===== src/rtl/aes_round_ctrl_pkg.sv =====
// Shared constants and FSM encoding for the iterative AES-128 round-loop controller.
package aes_round_ctrl_pkg;

  localparam int AES_NR    = 10;
  localparam int AES_NUM_W = 4;
  localparam int AES_BLK_W = 128;

  typedef enum logic [1:0] {
    IDLE = 2'd0,
    LOAD = 2'd1,
    RUN  = 2'd2,
    OUT  = 2'd3
  } aes_ctrl_st_t;

endpackage


===== src/rtl/aes_round_ctrl_if.sv =====
// Block-in / ciphertext-out valid/ready streams of the AES round-loop controller.
interface aes_round_ctrl_if;

  logic         in_valid;
  logic         in_ready;
  logic [127:0] in_state;
  logic [127:0] in_key;
  logic         out_valid;
  logic         out_ready;
  logic [127:0] out_state;

  modport master (
    output in_valid, in_state, in_key, out_ready,
    input  in_ready, out_valid, out_state
  );

  modport slave (
    input  in_valid, in_state, in_key, out_ready,
    output in_ready, out_valid, out_state
  );

endinterface


===== src/rtl/aes_round_ctrl.sv =====
// Sequencer for one combinational AES round unit looped through one pipeline register:
// feeds rounds 0..NR and buffers the ciphertext on a valid/ready output.
module aes_round_ctrl
  import aes_round_ctrl_pkg::*;
#(
  parameter int NR    = AES_NR,
  parameter int NUM_W = AES_NUM_W
) (
  input  logic             clk,
  input  logic             rst,
  aes_round_ctrl_if.slave  bus,
  output logic [127:0]     rnd_state_o,
  output logic [127:0]     rnd_key_o,
  output logic [NUM_W-1:0] rnd_num_o,
  output logic             pipe_en,
  input  logic             pipe_done_i,
  input  logic [127:0]     pipe_state_i,
  input  logic [127:0]     pipe_key_i,
  input  logic [NUM_W-1:0] pipe_num_i,
  output logic             busy,
  output logic             err
);

  localparam logic [NUM_W-1:0] NR_L = NUM_W'(NR);

  aes_ctrl_st_t state_r;
  logic [127:0] cap_state_r;
  logic [127:0] cap_key_r;
  logic [127:0] out_state_r;
  logic         out_valid_r;
  logic         err_r;
  logic         last_s;

  // Final round result is sitting in the pipeline register.
  assign last_s = pipe_done_i && (pipe_num_i == NR_L);

  // Round-unit operand select: captured block for round 0, loop-back afterwards.
  always_comb begin
    rnd_state_o = 128'd0;
    rnd_key_o   = 128'd0;
    rnd_num_o   = '0;
    case (state_r)
      LOAD: begin
        rnd_state_o = cap_state_r;
        rnd_key_o   = cap_key_r;
        rnd_num_o   = '0;
      end
      RUN: begin
        rnd_state_o = pipe_state_i;
        rnd_key_o   = pipe_key_i;
        rnd_num_o   = pipe_num_i + NUM_W'(1);
      end
      default: begin
        rnd_state_o = 128'd0;
        rnd_key_o   = 128'd0;
        rnd_num_o   = '0;
      end
    endcase
  end

  // Pipeline enable: dropping it clears the register, which also discards a broken block.
  always_comb begin
    pipe_en = 1'b0;
    if (rst) begin
      pipe_en = 1'b0;
    end else if (state_r == LOAD) begin
      pipe_en = 1'b1;
    end else if (state_r == RUN) begin
      pipe_en = pipe_done_i && !last_s;
    end else begin
      pipe_en = 1'b0;
    end
  end

  // Control FSM with capture, ciphertext buffer and sticky error.
  always_ff @(posedge clk) begin
    if (rst) begin
      state_r     <= IDLE;
      cap_state_r <= 128'd0;
      cap_key_r   <= 128'd0;
      out_state_r <= 128'd0;
      out_valid_r <= 1'b0;
      err_r       <= 1'b0;
    end else begin
      case (state_r)
        IDLE: begin
          if (bus.in_valid) begin
            cap_state_r <= bus.in_state;
            cap_key_r   <= bus.in_key;
            err_r       <= 1'b0;
            state_r     <= LOAD;
          end
        end
        LOAD: begin
          state_r <= RUN;
        end
        RUN: begin
          if (!pipe_done_i) begin
            err_r   <= 1'b1;
            state_r <= IDLE;
          end else if (last_s) begin
            out_state_r <= pipe_state_i;
            out_valid_r <= 1'b1;
            state_r     <= OUT;
          end
        end
        OUT: begin
          if (bus.out_ready) begin
            out_valid_r <= 1'b0;
            state_r     <= IDLE;
          end
        end
        default: begin
          state_r <= IDLE;
        end
      endcase
    end
  end

  assign bus.in_ready  = (state_r == IDLE);
  assign bus.out_valid = out_valid_r;
  assign bus.out_state = out_state_r;
  assign busy          = (state_r != IDLE);
  assign err           = err_r;

endmodule


===== src/flat_wrapper.sv =====
// flat-port wrapper written by rule: the top's interface ports become plain ports
module aes_round_ctrl_flat import aes_round_ctrl_pkg::*;
#(
  parameter int NR    = AES_NR,
  parameter int NUM_W = AES_NUM_W
)
  (clk, rst, rnd_state_o, rnd_key_o, rnd_num_o, pipe_en, pipe_done_i, pipe_state_i, pipe_key_i, pipe_num_i, busy, err, bus_in_valid, bus_in_state, bus_in_key, bus_out_ready, bus_in_ready, bus_out_valid, bus_out_state);
  aes_round_ctrl_if bus_i ();
  input  logic clk;
  input  logic rst;
  output logic [127:0] rnd_state_o;
  output logic [127:0] rnd_key_o;
  output logic [NUM_W-1:0] rnd_num_o;
  output logic pipe_en;
  input  logic pipe_done_i;
  input  logic [127:0] pipe_state_i;
  input  logic [127:0] pipe_key_i;
  input  logic [NUM_W-1:0] pipe_num_i;
  output logic busy;
  output logic err;
  input wire logic [$bits(bus_i.in_valid)-1:0] bus_in_valid;
  input wire logic [$bits(bus_i.in_state)-1:0] bus_in_state;
  input wire logic [$bits(bus_i.in_key)-1:0] bus_in_key;
  input wire logic [$bits(bus_i.out_ready)-1:0] bus_out_ready;
  output wire logic [$bits(bus_i.in_ready)-1:0] bus_in_ready;
  output wire logic [$bits(bus_i.out_valid)-1:0] bus_out_valid;
  output wire logic [$bits(bus_i.out_state)-1:0] bus_out_state;
  assign bus_i.in_valid = bus_in_valid;
  assign bus_i.in_state = bus_in_state;
  assign bus_i.in_key = bus_in_key;
  assign bus_i.out_ready = bus_out_ready;
  assign bus_in_ready = bus_i.in_ready;
  assign bus_out_valid = bus_i.out_valid;
  assign bus_out_state = bus_i.out_state;
  aes_round_ctrl #(.NR(NR), .NUM_W(NUM_W)) u_core (.clk(clk), .rst(rst), .bus(bus_i), .rnd_state_o(rnd_state_o), .rnd_key_o(rnd_key_o), .rnd_num_o(rnd_num_o), .pipe_en(pipe_en), .pipe_done_i(pipe_done_i), .pipe_state_i(pipe_state_i), .pipe_key_i(pipe_key_i), .pipe_num_i(pipe_num_i), .busy(busy), .err(err));
endmodule

===== config.mk =====
export PLATFORM = sky130hd
export DESIGN_NAME = aes_round_ctrl_flat
export DESIGN_NICKNAME = d
export VERILOG_FILES = /design/src/rtl/aes_round_ctrl_pkg.sv /design/src/rtl/aes_round_ctrl_if.sv /design/src/rtl/aes_round_ctrl.sv /design/src/flat_wrapper.sv
export SDC_FILE = /design/constraint.sdc
export NUM_CORES = 1
export LEC_CHECK = 0
export ABC_AREA = 1
export CORE_AREA = 2 2 356 358
export CTS_BUF_LIST = sky130_fd_sc_hd__clkbuf_16
export DETAILED_ROUTE_END_ITERATION = 12
export DIE_AREA = 0 0 358 360
export HOLD_SLACK_MARGIN = 0.1
export PLACE_DENSITY = 0.39
export SLEW_MARGIN = 15
export SYNTH_ARGS = -nofsm -noshare
export SYNTH_HDL_FRONTEND = slang
export SYNTH_SLANG_ARGS = --single-unit

===== constraint.sdc =====
create_clock -name clk -period 2.3 [get_ports clk]
set_input_delay 0.46 -clock clk [delete_from_list [all_inputs] [get_ports clk]]
set_output_delay 0.46 -clock clk [all_outputs]
set_load 0.02 [all_outputs]

; Yosys cells after proc, flatten, opt, wreduce, memory -nomap -nowiden
; Index checks and enable logic that the tools add are counted.
[totals]
regBits = 388
in_bits = 521
word_cells = 47
out_inout_bits = 393
[op_classes]
eq_ne = 10
n_addsub = 1
n_mux = 18
reduce_logical = 12
[ops]
columns = operator, count
row1 = one-hot mux 128 bit (2 select lines), 2
row2 = AND reduction 3 bit, 3
row3 = two-way mux 1 bit, 8
row4 = two-way mux 2 bit, 4
row5 = inequality test 2 bit (second input constant), 4
row6 = one-hot mux 2 bit (4 select lines), 1
row7 = nonzero test 2 bit, 3
row8 = adder 4 x 1 -> 4 bit (second input constant), 1
row9 = equality test 2 bit (second input constant), 2
row10 = equality test 4 bit (second input constant), 1
row11 = two-way mux 4 bit, 1
row12 = one-hot mux 1 bit (2 select lines), 2
row13 = AND reduction 4 bit, 1
row14 = inequality test 3 x 2 -> 1 bit (second input constant), 1
row15 = equality test 2 x 1 -> 1 bit (second input constant), 1
row16 = logical AND 1 bit, 2
row17 = zero test 2 bit, 1
row18 = inequality test 2 x 1 -> 1 bit (second input constant), 1
row19 = AND reduction 2 bit, 1
row20 = zero test 1 bit, 1

; Longest topological paths before layout
; Gate-level depths: netlist of run 1.
[depth]
ltp_word = 7
mapped_depth = 11
ltp_nobuf = 9

; Least setup slack after synthesis of run 1
; No wires, ideal clock.
[synth_path]
path_kind = register -> output
startpoint = register u_core.state_r[0]
endpoint = output rnd_state_o[64]
t_arrival_ns = 1.495
t_required_ns = 1.840
stages_incl_launch_ff = 7
setup_slack_ns = 0.345
path_cell_list = dfxtp_1 -> inv_1 -> ha_1 -> inv_1 -> clkbuf_1 -> buf_1 -> a21oi_1
[synth_via]
elab_chain_cells = 2
word_cells_on_any_way = 3
classes_between = eq/ne (2) / mux (1)
[synth_rtl]
columns = item, line
row1 = start: declaration, aes_round_ctrl.sv:26  ; aes_ctrl_st_t state_r;
row2 = start signal: assignment, aes_round_ctrl.sv:78  ; state_r <= IDLE;
row3 = start signal: assignment, aes_round_ctrl.sv:91  ; state_r <= LOAD;
row4 = start signal: assignment, aes_round_ctrl.sv:95  ; state_r <= RUN;
row5 = equality test 2 bit / equality test 2 x 1 -> 1 bit (equally long branches), aes_round_ctrl.sv:42  ; case (state_r)
row6 = one-hot mux 128 bit (2 select lines) (*), aes_round_ctrl.sv:42
row7 = end: declaration, flat_wrapper.sv:11  ; output logic [127:0] rnd_state_o;
; Mark *: on every way between the ends. The rest lies on a longest branch, timed or not.

; Worst setup path in the final report of run 1
[layout_path]
startpoint = register u_core.state_r[0]
endpoint = output rnd_key_o[67]
[layout_via]
elab_chain_cells = 2
word_cells_on_any_way = 3
classes_between = eq/ne (2) / mux (1)
[layout_rtl]
columns = item, line
row1 = equality test 2 bit / equality test 2 x 1 -> 1 bit (equally long branches), aes_round_ctrl.sv:42
row2 = one-hot mux 128 bit (2 select lines) (*), aes_round_ctrl.sv:42
row3 = end: declaration, flat_wrapper.sv:12  ; output logic [127:0] rnd_key_o;
; Marked as above.

==> flow_metrics.tcl, run 1 <==
set metrics [dict create \
    period_needed_ns 2.70 \
    drtAntennaViolNets 0 \
    grtUsageTotal_pct 16.9 \
    pwr_density_cell_nw_per_um2 1000 \
    first_pass_iters 5 \
    power_frac_comb_pct 55.0 \
    utilization_pct 29.0 \
    cts.sinks 388 \
    finalPower_mw 36.4 \
    syn_area_um2 17100 \
    place_worst_setup_slack_ns -0.495 \
    yosysMostFrequentCell "nor2_1" \
    cp_data_arrival_time_ns 2.24 \
    relSlewSlack_pct 70.8 \
    dieArea_um2 129000 \
    hold_viol 0 \
    fp-row-count 130 \
    place_hpwl_um 83500 \
    syn_to_final_growth_pct 111 \
    first_global_vias 21111 \
    die_h_um 360 \
    portBuffers 913 \
    synth_area_leader_cell "dfxtp_1" \
    p_clk_share_pct 21.3 \
    p_leak_nw 14.1 \
    ys_async_sr_fraction_pct 0 \
    final_area_um2 36200 \
    cts-hold-fix-buffers 0 \
    final-setup-viol-count 261 \
    slew_violations 0 \
    timing.final.crit_share_pct 117 \
    p_int_mw 21.6 \
    setup_ws_ns -0.396 \
    ios 914 \
    drc 0 \
    grt_max_degree 57 \
    drv_cap 0 \
    coreArea_um2 125000 \
    sw_frac_of_total_pct 40.7 \
    avgSynthCellArea_um2 6.65 \
    nets 4212 \
    num_vias 21389 \
    required_ns 1.84 \
    start_util_pct 13.7 \
    antenna_found_initial 21 \
    critPathKind "register to output port" \
    seqPwrFrac_pct 23.7 \
    cts_buffer_depth 3 \
    wl_per_cell_um 22.0 \
    cp-end-kind "output port" \
    fp.dieW_um 358 \
    synth.distinct_cells 25 \
    yosysWarnings 0 \
    cts_buffers 52 \
    wl_um 118000 \
    rsz0062_at_grt "true" \
    synth_cells 2577 \
    cts_root_buf "clkbuf_16" \
    start_kind "register" \
    synth_common_cells "nor2_1 (774), nand2_1 (521), dfxtp_1 (388)" \
    violations "setup timing" \
    synth_top_cells_by_area "dfxtp_1 (45%), nor2_1 (17%), nand2_1 (11%)" \
    skew_ns 0.0160 \
    place_area_um2 29700 \
    gp_congestion 0.838 \
    synth_seq_area_share_pct 45.3 \
    clk_pin_slew_ns 0.06 \
    final.setup.tns_ns -77.57 \
    yosys_most_used_dff "dfxtp_1" \
    synth_seq_cells 388 \
    vdd_drop_max_mv 0.619 \
    worst_pin_slew_ns 0.437 \
    htreeDepth 2 \
    vias_per_cell 3.97 \
    syn-num-nets 3104 \
    drive_gt1_share_pct 30.3 \
    min_path_type "input pin to register" \
    cts_tree "built" \
    fmax_ghz 0.371 \
    drtIter0Drc 1088 \
    p_switching_mw 14.8 \
    clock_latency_ns 0.61 \
    grt.overflow.total 0 \
    synth_edf_count 0 \
    grt_first_pass_wirelength_um 157000 \
    status "complete, but fails checks" \
    yosysTopAreaCellShare_pct 45.3 \
    cp_max_fo 6 \
]
registers in the layout, indices dropped and copies added (netlist names):
signal,count
u_core.bus.out_state,128
u_core.cap_key_r,128
u_core.cap_state_r,128
u_core.state_r,2
u_core.bus.out_valid,1
u_core.err,1
layout by cell type (no fill, tap or decap), types with 2 or more instances in the layout:
cell and instances:
nor2_1 771, clkdlybuf4s50_1 649, dfxtp_1 386, o21ai_0 354
nand2_1 310, buf_4 278, a21oi_2 171, buf_6 158
buf_12 110, nand2_2 107, nand2_4 106, clkbuf_16 68
a21oi_4 48, a21oi_1 42, o21ai_1 33, buf_8 29
inv_1 26, buf_16 26, clkinv_1 12, diode_2 7
nand3_1 5, clkinv_2 5, nor2_2 4, inv_4 3
ha_4 3, ha_1 3, bufinv_16 3, inv_12 2
inv_6 2, inv_8 2
worst max-delay path: stages, from the launching register on:
cell and delay (ns):
dfxtp_2 0.34, buf_6 0.10, ha_4 0.18, buf_12 0.14, buf_16 0.12, buf_12 0.13
buf_8 0.11, buf_6 0.10, nand2_4 0.05, a21oi_4 0.19, buf_6 0.15
cell type report:
type	count	area [µm²]
inverter	15	101
multi-input combinational	1962	10600
fill	13680	88700
timing repair buffer	1265	14100
timing repair inverter	1	16.3
clock buffer	53	1330
antenna	7	17.5
tap	1650	2060
sequential	388	7770
clock inverter	40	235
power by group through the flow:
stage / clock network, mW / logic, mW / registers, mW
6_report: 7.76 / 20.0 / 8.60
5_1_grt: 8.30 / 21.3 / 8.72
4_1_cts: 8.09 / 17.1 / 8.48
3_5_place_dp: 0 / 13.2 / 8.58
3_3_place_gp: 0 / 13.2 / 8.56
2_1_floorplan: 0 / 5.89 / 8.41
final timing paths:
check | endpoint | depth (start not counted) | slack [ns] | startpoint
worst max-delay path | rnd_key_o[67] | 10 | -0.40 | u_core.state_r[0]$_SDFFE_PP0P_
worst min-delay path | u_core.cap_key_r[26]$_SDFFE_PP0P_ | 3 | 0.47 | bus_in_key[26]
worst max register to register | u_core.bus.out_state[87]$_SDFFE_PP0P_ | 11 | 0.29 | u_core.state_r[1]$_SDFFE_PP0P_
worst min register to register | u_core.bus.out_state[33]$_SDFFE_PP0P_ | 2 | 0.48 | u_core.bus.out_state[33]$_SDFFE_PP0P_
through the flow:
step                      hold slack (ns)  cells
after floorplan                     0.455   2577
after global routing                0.439   5378
final                               0.472   5381
after CTS                           0.402   5325
after global placement              0.461   5143
after detailed placement            0.470   5143
logic make-up (layout without fill, tap and decap cells):
logic type / after synthesis / count (layout) / share of synthesized area, %
xor gates and xnor gates: 2 / 2 / 0.102
AOI/OAI and AO/OA: 649 / 649 / 19.0
other: 0 / 7 / 0
buffers and inverters: 227 / 1374 / 6.45
DFF: 388 / 388 / 45.3
adders and majority gates: 6 / 6 / 0.438
and+or+nand+nor: 1305 / 1305 / 28.7
routing by layer:
metal	vias up	share of wire, %	GRT usage, %
met1	10019	41	19.6
met3	157	6.5	4.75
met5	-	0.15	0
met4	26	3.1	5.96
li1	10527	-	-
met2	660	49	29.6
timing repair:
action | 4_1_cts | 5_1_grt
endpoints found under the hold margin | 0 | 0
pin swaps | 74 | 166
setup endpoints to repair | 263 | 261
cloned | 25 | 18
buffers inserted | 68 | 45
resized for setup | 1177 | 700
Power figures use the tool's default switching activity.
==> run 2, diff against run 1 <==
--- a/config.mk
+++ b/config.mk
@@ -8,2 +8,3 @@
 export ABC_AREA = 1
+export CAP_MARGIN = 25
 export CORE_AREA = 2 2 356 358
==> constraint.sdc (replaced) <==
create_clock -name clk -period 2.3 [get_ports clk]
set_input_delay 0.345 -clock clk [delete_from_list [all_inputs] [get_ports clk]]
set_output_delay 0.345 -clock clk [all_outputs]
set_load 0.02 [all_outputs]
==> run 2 against run 1 <==
The run still ends with setup timing left. Sequential share of layout area is 1.7 points higher. Sequential power is 0.6% lower. Via count down 1.4%. Power down 10%. Clock skew is 0.0059 ns higher. Final cell count fell by 0.76%. Critical path type unchanged.
==> flow_metrics.tcl, run 2 (synthesis results as in run 1) <==
set metrics [dict create \
    crit_family "buffers and inverters" \
    p_int_mw 19.5 \
    wl_per_cell_um 21.5 \
    routed.top_layer "met5" \
    first_pass_iters 5 \
    setup_ws_ns -0.343 \
    seqPwrFrac_pct 26.2 \
    drtAntennaViolNets 0 \
    skew_ns 0.0220 \
    sw_frac_of_total_pct 40.4 \
    dieArea_um2 129000 \
    grt_first_pass_wirelength_um 154000 \
    cts-hold-fix-buffers 0 \
    cts.sinks 388 \
    antenna_found_initial 25 \
    slew_violations 0 \
    violations "setup timing" \
    drtIter0Drc 1113 \
    finalPower_mw 32.6 \
    min_path_type "input pin to register" \
    cts_root_buf "clkbuf_16" \
    cts_buffer_depth 3 \
    layout_commonest_cell "nor2_1" \
    drc 0 \
    power_frac_comb_pct 49.9 \
    start_util_pct 13.7 \
    relSlewSlack_pct 62.9 \
    first_global_vias 21022 \
    htreeDepth 2 \
    cp_data_arrival_time_ns 2.30 \
    cts_tree "built" \
    coreArea_um2 125000 \
    wl_um 115000 \
    path_cells "buf_6, ha_4, buf_12, buf_16, buf_6, nand2_1, a21oi_2, buf_6" \
    cts_buffers 51 \
    place_hpwl_um 86500 \
    cp.buffers_inverters 5 \
    nets 4168 \
    worst_pin_slew_ns 0.550 \
    final-setup-viol-count 262 \
    num_vias 21094 \
    critPathSlowestCell "dfxtp_4" \
    portBuffers 913 \
    pwr_density_cell_nw_per_um2 975 \
    cp-end-kind "output port" \
    m1WireLength_um 46800 \
    die_h_um 360 \
    routed-wl-met2_um 55400 \
    vias_per_cell 3.95 \
    vdd_drop_max_mv 0.559 \
    fmax_ghz 0.378 \
    drive_gt1_share_pct 23.1 \
    timing.final.crit_share_pct 115 \
    status "complete, but fails checks" \
    critPathMostFrequentCell "buf_6" \
    critPathKind "register to output port" \
    p_switching_mw 13.2 \
    p_leak_nw 12.7 \
    route.met3.wl_um 8360 \
    fp-row-count 130 \
    grtUsageTotal_pct 16.5 \
    grt.overflow.total 0 \
    clk_pin_slew_ns 0.06 \
    clock_latency_ns 0.62 \
    required_ns 1.96 \
    gp_congestion 0.872 \
    hold_viol 0 \
    ios 914 \
    place_worst_setup_slack_ns -0.161 \
    fp.dieW_um 358 \
    p_clk_share_pct 23.9 \
    syn_to_final_growth_pct 95.3 \
    drv_cap 0 \
    start_kind "register" \
    period_needed_ns 2.64 \
    max_stage_delay_ns 0.36 \
    rsz0062_at_grt "true" \
    grt_max_degree 49 \
    final_cell_mix "nor2_1 (771), clkdlybuf4s50_1 (651), nand2_1 (449), dfxtp_1 (386), o21ai_0 (354)" \
    cp_max_fo 8 \
]
run 2: cell types whose count changed in the layout (fill, tap and decap cells not counted), moves of 26 or more:
cell	delta
a21oi_2	-71
buf_6	-60
a21oi_4	-26
buf_12	-26
a21oi_1	+97
nand2_2	-65
nand2_4	-74
clkbuf_2	+32
nand2_1	+139
run 2: metal layers:
metal | vias up | global-route usage (%)
li1 | 10430 | -
met1 | 9796 | 19.3
met2 | 684 | 28.0
met3 | 160 | 4.80
met4 | 24 | 6.37
met5 | - | 0
run 2: power groups by stage:
stage	logic [mW]	registers [mW]	clock network, mW
global placement	13.2	8.64	0
global route	17.5	8.67	8.34
finish	16.3	8.55	7.81
floorplan	5.89	8.41	0
CTS	14.6	8.54	8.12
detailed placement	13.2	8.66	0
run 2: timing repair:
item	CTS	global route
setup endpoints to repair	263	262
setup buffers	34	46
resized for setup	650	664
pin swaps	41	50
cloned	10	11
run 2: worst register-to-register path, cell delays in order, from the launching register on:
cell and delay [ns]:
dfxtp_4 0.35, buf_6 0.12, ha_4 0.22, buf_12 0.18, buf_4 0.15, nand2_4 0.08, inv_2 0.05, buf_4 0.13
nand2_4 0.18, buf_4 0.32, nand2_1 0.12, a21oi_1 0.14, nor2_1 0.06
run 2: layout make-up:
type / instances / area, µm²
Timing Repair Buffer: 1223 / 12700
Inverter: 15 / 90.1
Multi-Input combinational cell: 1962 / 9300
Clock buffer: 52 / 1300
Fill cell: 13893 / 91400
Clock inverter: 41 / 277
Sequential cell: 388 / 7770
Antenna cell: 9 / 22.5
Tap cell: 1650 / 2060
run 2: final timing paths:
kind	start	end	slack [ns]	cells after the start
setup reg to reg	u_core.state_r[1]$_SDFFE_PP0P_	u_core.bus.out_valid$_SDFFE_PP0P_	0.11	12
hold reg to reg	u_core.err$_SDFFE_PP0P_	u_core.err$_SDFFE_PP0P_	0.47	2
hold / removal	bus_in_state[111]	u_core.cap_state_r[111]$_SDFFE_PP0P_	0.33	3
setup / recovery	u_core.state_r[1]$_SDFFE_PP0P_	rnd_state_o[53]	-0.34	8
run 2: stage by stage:
stage | cells | utilization [%] | setup TNS, ns | hold slack, ns | area [µm²]
floorplan | 2577 | - | 0 | 0.414 | 17100
global placement | 5146 | 23.7 | -8.88 | 0.462 | 29700
detailed placement | 5146 | 23.7 | -6.05 | 0.456 | 29700
CTS | 5283 | 25.7 | -92.65 | 0.262 | 32100
global route | 5339 | 26.8 | -87.15 | 0.309 | 33500
finish | 5340 | 26.8 | -54.54 | 0.333 | 33500
==> run 3, diff against run 2 <==
CAP_MARGIN = 30   (was 25)
CORE_AREA = 2 2 352 354   (was 2 2 356 358)
CTS_BUF_LIST = sky130_fd_sc_hd__clkbuf_2   (was sky130_fd_sc_hd__clkbuf_16)
DIE_AREA = 0 0 354 356   (was 0 0 358 360)
==> run 3 against run 2 <==
The run still ends with setup timing left. Fmax decreased by 23%. Via count increased by 24%. Die area decreased by 2.2%. Combinational power increased by 33%. Power increased by 9.4%. First-iteration DRC count decreased by 7.5%. Final area increased by 37%. Clock-buffer cell count increased by 113. Worst hold slack improved by 0.089 ns. Global-route usage increased by 1.7 points. Wire length increased by 6.1%. Highest routed layer unchanged.
==> flow_metrics.tcl, run 3 (synthesis results as in run 1) <==
set metrics [dict create \
    grt_max_degree 66 \
    final.setup.tns_ns -306.56 \
    violations "setup timing" \
    p_switching_mw 15.0 \
    timing.final.crit_share_pct 149 \
    cp_max_fo 6 \
    p_leak_nw 18.0 \
    place_hpwl_um 84000 \
    fp.dieW_um 354 \
    drc 0 \
    syn_to_final_growth_pct 167 \
    fp-row-count 129 \
    vdd_drop_max_mv 0.420 \
    htreeDepth 3 \
    hold_viol 0 \
    slew_violations 0 \
    min_path_cells 5 \
    r2r_setup_slack_ns -0.17 \
    min_path_type "input pin to register" \
    antenna_found_initial 18 \
    required_ns 1.96 \
    grtUsageTotal_pct 18.2 \
    hp-start "pipe_state_i[1]" \
    final_cell_mix "dlygate4sd3_1 (1,039), nor2_1 (771), clkdlybuf4s50_1 (652), dfxtp_1 (386), nand2_1 (384)" \
    crit_family "buffers and inverters" \
    utilization_pct 37.3 \
    seqPwrFrac_pct 23.6 \
    period_needed_ns 3.44 \
    vias_per_cell 3.99 \
    p_clk_share_pct 15.8 \
    power_frac_comb_pct 60.5 \
    holdPathEnd "u_core.bus.out_state[1]$_SDFFE_PP0P_" \
    regArea_um2 7770 \
    cts.sinks 388 \
    cts_buffer_depth 3 \
    path_cells "inv_2, buf_6, ha_4, buf_12, buf_16, buf_12, buf_8, buf_12, buf_6, nand2_4, a21oi_4, buf_6" \
    num_vias 26217 \
    grt.overflow.total 0 \
    fillers 12920 \
    multi_input_area_um2 10300 \
    cp-end-kind "output port" \
    gp_congestion 0.869 \
    fmax_ghz 0.291 \
    worst_pin_slew_ns 0.696 \
    layout_commonest_cell "dlygate4sd3_1" \
    timing.rr.end "u_core.bus.out_state[97]$_SDFFE_PP0P_" \
    worstRegToRegCells 15 \
    r2r_start "u_core.state_r[0]$_SDFFE_PP0P_" \
    status "complete, but fails checks" \
    drtIter0Drc 1029 \
    rsz0062_at_grt "true" \
    sw_frac_of_total_pct 41.9 \
    ios 914 \
    dieArea_um2 126000 \
    dp.cells 5141 \
    final-setup-viol-count 404 \
    cts_tree "built" \
    drtAntennaViolNets 0 \
    coreArea_um2 123000 \
    start_util_pct 14.0 \
    skew_ns 0.0940 \
    portBuffers 913 \
    grt_first_pass_wirelength_um 171000 \
    clk_pin_slew_ns 0.10 \
    p_int_mw 20.8 \
    critPathKind "register to output port" \
    fin_cells 6563 \
    start_kind "register" \
    first_global_vias 26610 \
    cts_root_buf "clkbuf_2" \
    nets 5355 \
    setup_ws_ns -1.14 \
    cp.buffers_inverters 9 \
    relSlewSlack_pct 53.6 \
    drv_cap 0 \
    wl_um 122000 \
    drive_gt1_share_pct 24.0 \
    die_h_um 356 \
    pwr_density_cell_nw_per_um2 780 \
    wl_per_cell_um 18.6 \
    critPathSlowestCell "dfxtp_2" \
    first_pass_iters 5 \
    max_stage_delay_ns 0.34 \
    cp_data_arrival_time_ns 3.09 \
    clock_latency_ns 1.32 \
    cts_buffers 120 \
]
==> run 3: cell count changes in the layout (fill, tap and decap cells not counted), moves of 52 or more <==
| cell | change |
|---|---|
| a21oi_1 | -76 |
| buf_6 | +55 |
| clkbuf_2 | +133 |
| dlygate4sd3_1 | +1039 |
| nand2_1 | -65 |
| nand2_4 | +52 |
==> run 3: power groups by stage <==
stage	logic, mW	clock network [mW]	registers (mW)
after floorplan	5.89	0	8.41
after global placement	13.3	0	8.53
after detailed placement	13.3	0	8.56
after CTS	18.4	6.00	8.42
after global routing	23.0	6.32	8.57
final	21.6	5.65	8.44
==> run 3: metrics by stage <==
step	cell area, µm²	power [mW]	hold WS (ns)	worst slack [ns]
2_1_floorplan	17100	14.3	0.414	0.460
3_5_place_dp	29800	21.9	0.468	-0.325
5_1_grt	45800	37.9	0.291	-1.45
3_3_place_gp	29800	21.9	0.462	-0.315
4_1_cts	42900	32.8	0.101	-1.63
6_report	45800	35.7	0.421	-1.14
==> run 3: worst min-delay path, delay by kind of cell <==
kind	cells	cell delay (ns)
buffers and inverters	3	1.18
AND/OR/NAND/NOR	1	0.07
AO/OA/AOI/OAI	1	0.09
==> run 3: timing repair <==
item | in CTS | in global routing
cloned | 17 | 15
endpoints found under the setup margin | 393 | 412
hold buffers | 1039 | 0
setup buffers | 67 | 86
pin swaps | 24 | 102
hold endpoints to repair | 388 | 0
resized for setup | 1078 | 663
==> run 3: worst max path at each step <==
stage | slack, ns | cells after the start | to | start
after floorplan | 0.46 | 6 | rnd_state_o[64] | u_core.state_r[0]$_SDFFE_PP0P_
after global placement | -0.31 | 6 | rnd_num_o[2] | pipe_num_i[0]
after detailed placement | -0.33 | 6 | rnd_num_o[2] | pipe_num_i[0]
after CTS | -1.63 | 8 | rnd_num_o[1] | u_core.state_r[0]$_SDFFE_PP0P_
after global routing | -1.45 | 12 | rnd_key_o[39] | u_core.state_r[0]$_SDFFE_PP0P_
final | -1.14 | 12 | rnd_key_o[39] | u_core.state_r[0]$_SDFFE_PP0P_
==> run 3: metal layers <==
metal | track usage [%] | vias to the layer above | part of all wire (%)
li1 | - | 12878 | -
met1 | 21.4 | 12314 | 42
met2 | 31.9 | 802 | 49
met3 | 4.74 | 203 | 6.1
met4 | 6.09 | 20 | 3.1
met5 | 0 | - | 0.11
==> run 3: final cells by class <==
cell class | instances | share of cell area, %
antenna | 4 | 0.0219
clock buffer | 165 | 1.80
clock inverter | 51 | 0.520
inverter | 15 | 0.216
multi-input combinational | 1962 | 22.6
sequential | 388 | 17.0
tap | 1637 | 4.48
timing repair buffer | 2339 | 53.3
timing repair inverter | 2 | 0.109
==> RTL change, RTL diff (settings of run 2) <==
Change the package constant `AES_NUM_W` from 4 to 6.
--- a/src/rtl/aes_round_ctrl_pkg.sv
+++ b/src/rtl/aes_round_ctrl_pkg.sv
@@ -2,7 +2,7 @@
 package aes_round_ctrl_pkg;
 
   localparam int AES_NR    = 10;
-  localparam int AES_NUM_W = 4;
+  localparam int AES_NUM_W = 6;
   localparam int AES_BLK_W = 128;
 
   typedef enum logic [1:0] {
Interface: changed (resized pipe_num_i and rnd_num_o); port bits go from 914 to 918. No check against the original RTL was run, so the function may have changed too.
==> RTL change against run 2 <==
The run still ends with setup timing left; design area up 7.4%; clock power grew 5.2%; routed wire length rose by 2.9%; area after synthesis rose by 1.4%; sequential cell count unchanged; sequential share of layout area decreased by 1.6 points; power grew 13%; worst setup slack got worse by 0.077 ns; sequential power increased by 0.5%; clock skew down 0.0032 ns; first-iteration DRC count decreased by 7.1%.
==> RTL change: results (changes against run 2) <==
Status:
- Result of the run: complete, but fails checks (unchanged).
- Failing checks: setup timing (unchanged).

Route:
- The routed metal-1 wire length was 49,300 µm (was 46,800 µm).
- The number of detailed-route iterations in the first pass is 4 (was 5).
- The iteration-0 DRC count of the detailed router is 1,034 (was 1,113).
- The number of vias per cell after detailed routing is 4.05 (was 3.95).
- The met2 wire length is 56,200 µm (was 55,400 µm).

Global route:
- The met3 demand-to-capacity share in global routing is 5.56% (was 4.80%).
- The all-layer global routing usage came to 16.8% (was 16.5%).
- The met1 usage in global routing is 20.1% (was 19.3%).
- The first-pass GRT wire length is 157,000 µm (was 154,000 µm).
- The met2 usage in global routing was 28.1% (was 28.0%).
- The number of global-route vias before repair is 21,073 (was 21,022).

CTS:
- The number of buffers inserted for hold repair after clock tree synthesis came to 1 (was 0).
- The count of buffers added by post-CTS timing repair for setup came to 36 (was 34).
- The number of gates resized after cts is 628 (was 650).
- The clock buffer count from CTS is 52 (was 51).

Final layout:
- The clock buffer count is 53 (was 52).
- The register cell area after layout is 0.00777 mm² (about the same).
- The number of signal-net buffers in the layout came to 1,229 (was 1,223).
- The fraction of cell area in non-clock buffers came to 37.9% (was 37.8%).

Worst setup path:
- The stage delay of the slowest cell on the critical path is 0.33 ns (was 0.36 ns).
- The reg-to-reg setup timing slack came to 0.26 ns (was 0.11 ns).
- The startpoint of the most critical register-to-register path is u_core.state_r[0] (was u_core.state_r[1]).
- The depth of the most critical reg-to-reg path came to 11 (was 12).

Yosys:
- The register area share after synthesis is 44.7% (was 45.3%).
- Dominant cells by area after synthesis: dfxtp_1 (45%), nand2_1 (14%), a21oi_1 (11%) (was dfxtp_1 (45%), nor2_1 (17%), nand2_1 (11%)).

STA:
- The worst hold margin came to 0.330 ns (was 0.333 ns).
- The final worst setup slack is -0.420 ns (was -0.343 ns).
- The worst slew margin relative to its limit came to 59.1% (was 62.9%).
- The final-report setup violation count was 261 (was 262).
- The aggregate negative setup slack came to -65.05 ns (was -54.54 ns).

Place:
- The count of placed standard cells including taps was 5,127 (was 5,146).
- The number of input and output port buffers inserted is 917 (was 913).

Power and ir drop:
- The leakage power figure is 13.0 nW (was 12.7 nW).
- The maximum ir drop on the vdd rail is 546 µV (was 559 µV).
[RTL change: logic make-up (layout without fill, tap and decap cells)]
kind of cell | after synthesis | after routing | synth area share (%)
and+or+nand+nor | 1309 | 1309 | 29.4
AOI/OAI and AO/OA | 656 | 656 | 18.9
DFF | 388 | 388 | 44.7
buffers and inverters | 245 | 1341 | 6.58
adders and majority gates | 6 | 6 | 0.432
other | 0 | 13 | 0
[RTL change: metrics by stage]
stage          power [mW]  area [µm²]  worst slack, ns
2_1_floorplan        14.3       17400            0.407
3_3_place_gp         22.0       29800           -0.270
3_5_place_dp         22.1       29800           -0.280
4_1_cts              32.0       32300           -0.693
5_1_grt              38.9       35900           -0.522
6_report             36.9       36000           -0.420
[RTL change: worst min-delay path, delay by kind of cell]
| family | cells | cell delay, ns |
|---|---|---|
| buffers and inverters | 1 | 0.42 |
| and+or+nand+nor | 1 | 0.09 |
| AOI/OAI and AO/OA | 1 | 0.06 |
[RTL change: power by group through the flow]
stage / sequential, mW / clock [mW] / combinational (mW)
detailed placement: 8.65 / 0 / 13.4
CTS: 8.53 / 8.52 / 15.0
global route: 8.70 / 8.74 / 21.4
floorplan: 8.38 / 0 / 5.97
finish: 8.59 / 8.22 / 20.1
global placement: 8.65 / 0 / 13.4
[RTL change: worst max path at each step]
| stage | startpoint | endpoint | slack, ns |
|---|---|---|---|
| 2_1_floorplan | u_core.state_r[1] | rnd_key_o[31] | 0.41 |
| 3_3_place_gp | u_core.state_r[1] | rnd_state_o[96] | -0.27 |
| 3_5_place_dp | u_core.state_r[0] | rnd_state_o[100] | -0.28 |
| 4_1_cts | u_core.state_r[1] | rnd_state_o[112] | -0.69 |
| 5_1_grt | u_core.state_r[0] | rnd_state_o[91] | -0.52 |
| 6_report | u_core.state_r[1] | rnd_state_o[99] | -0.42 |
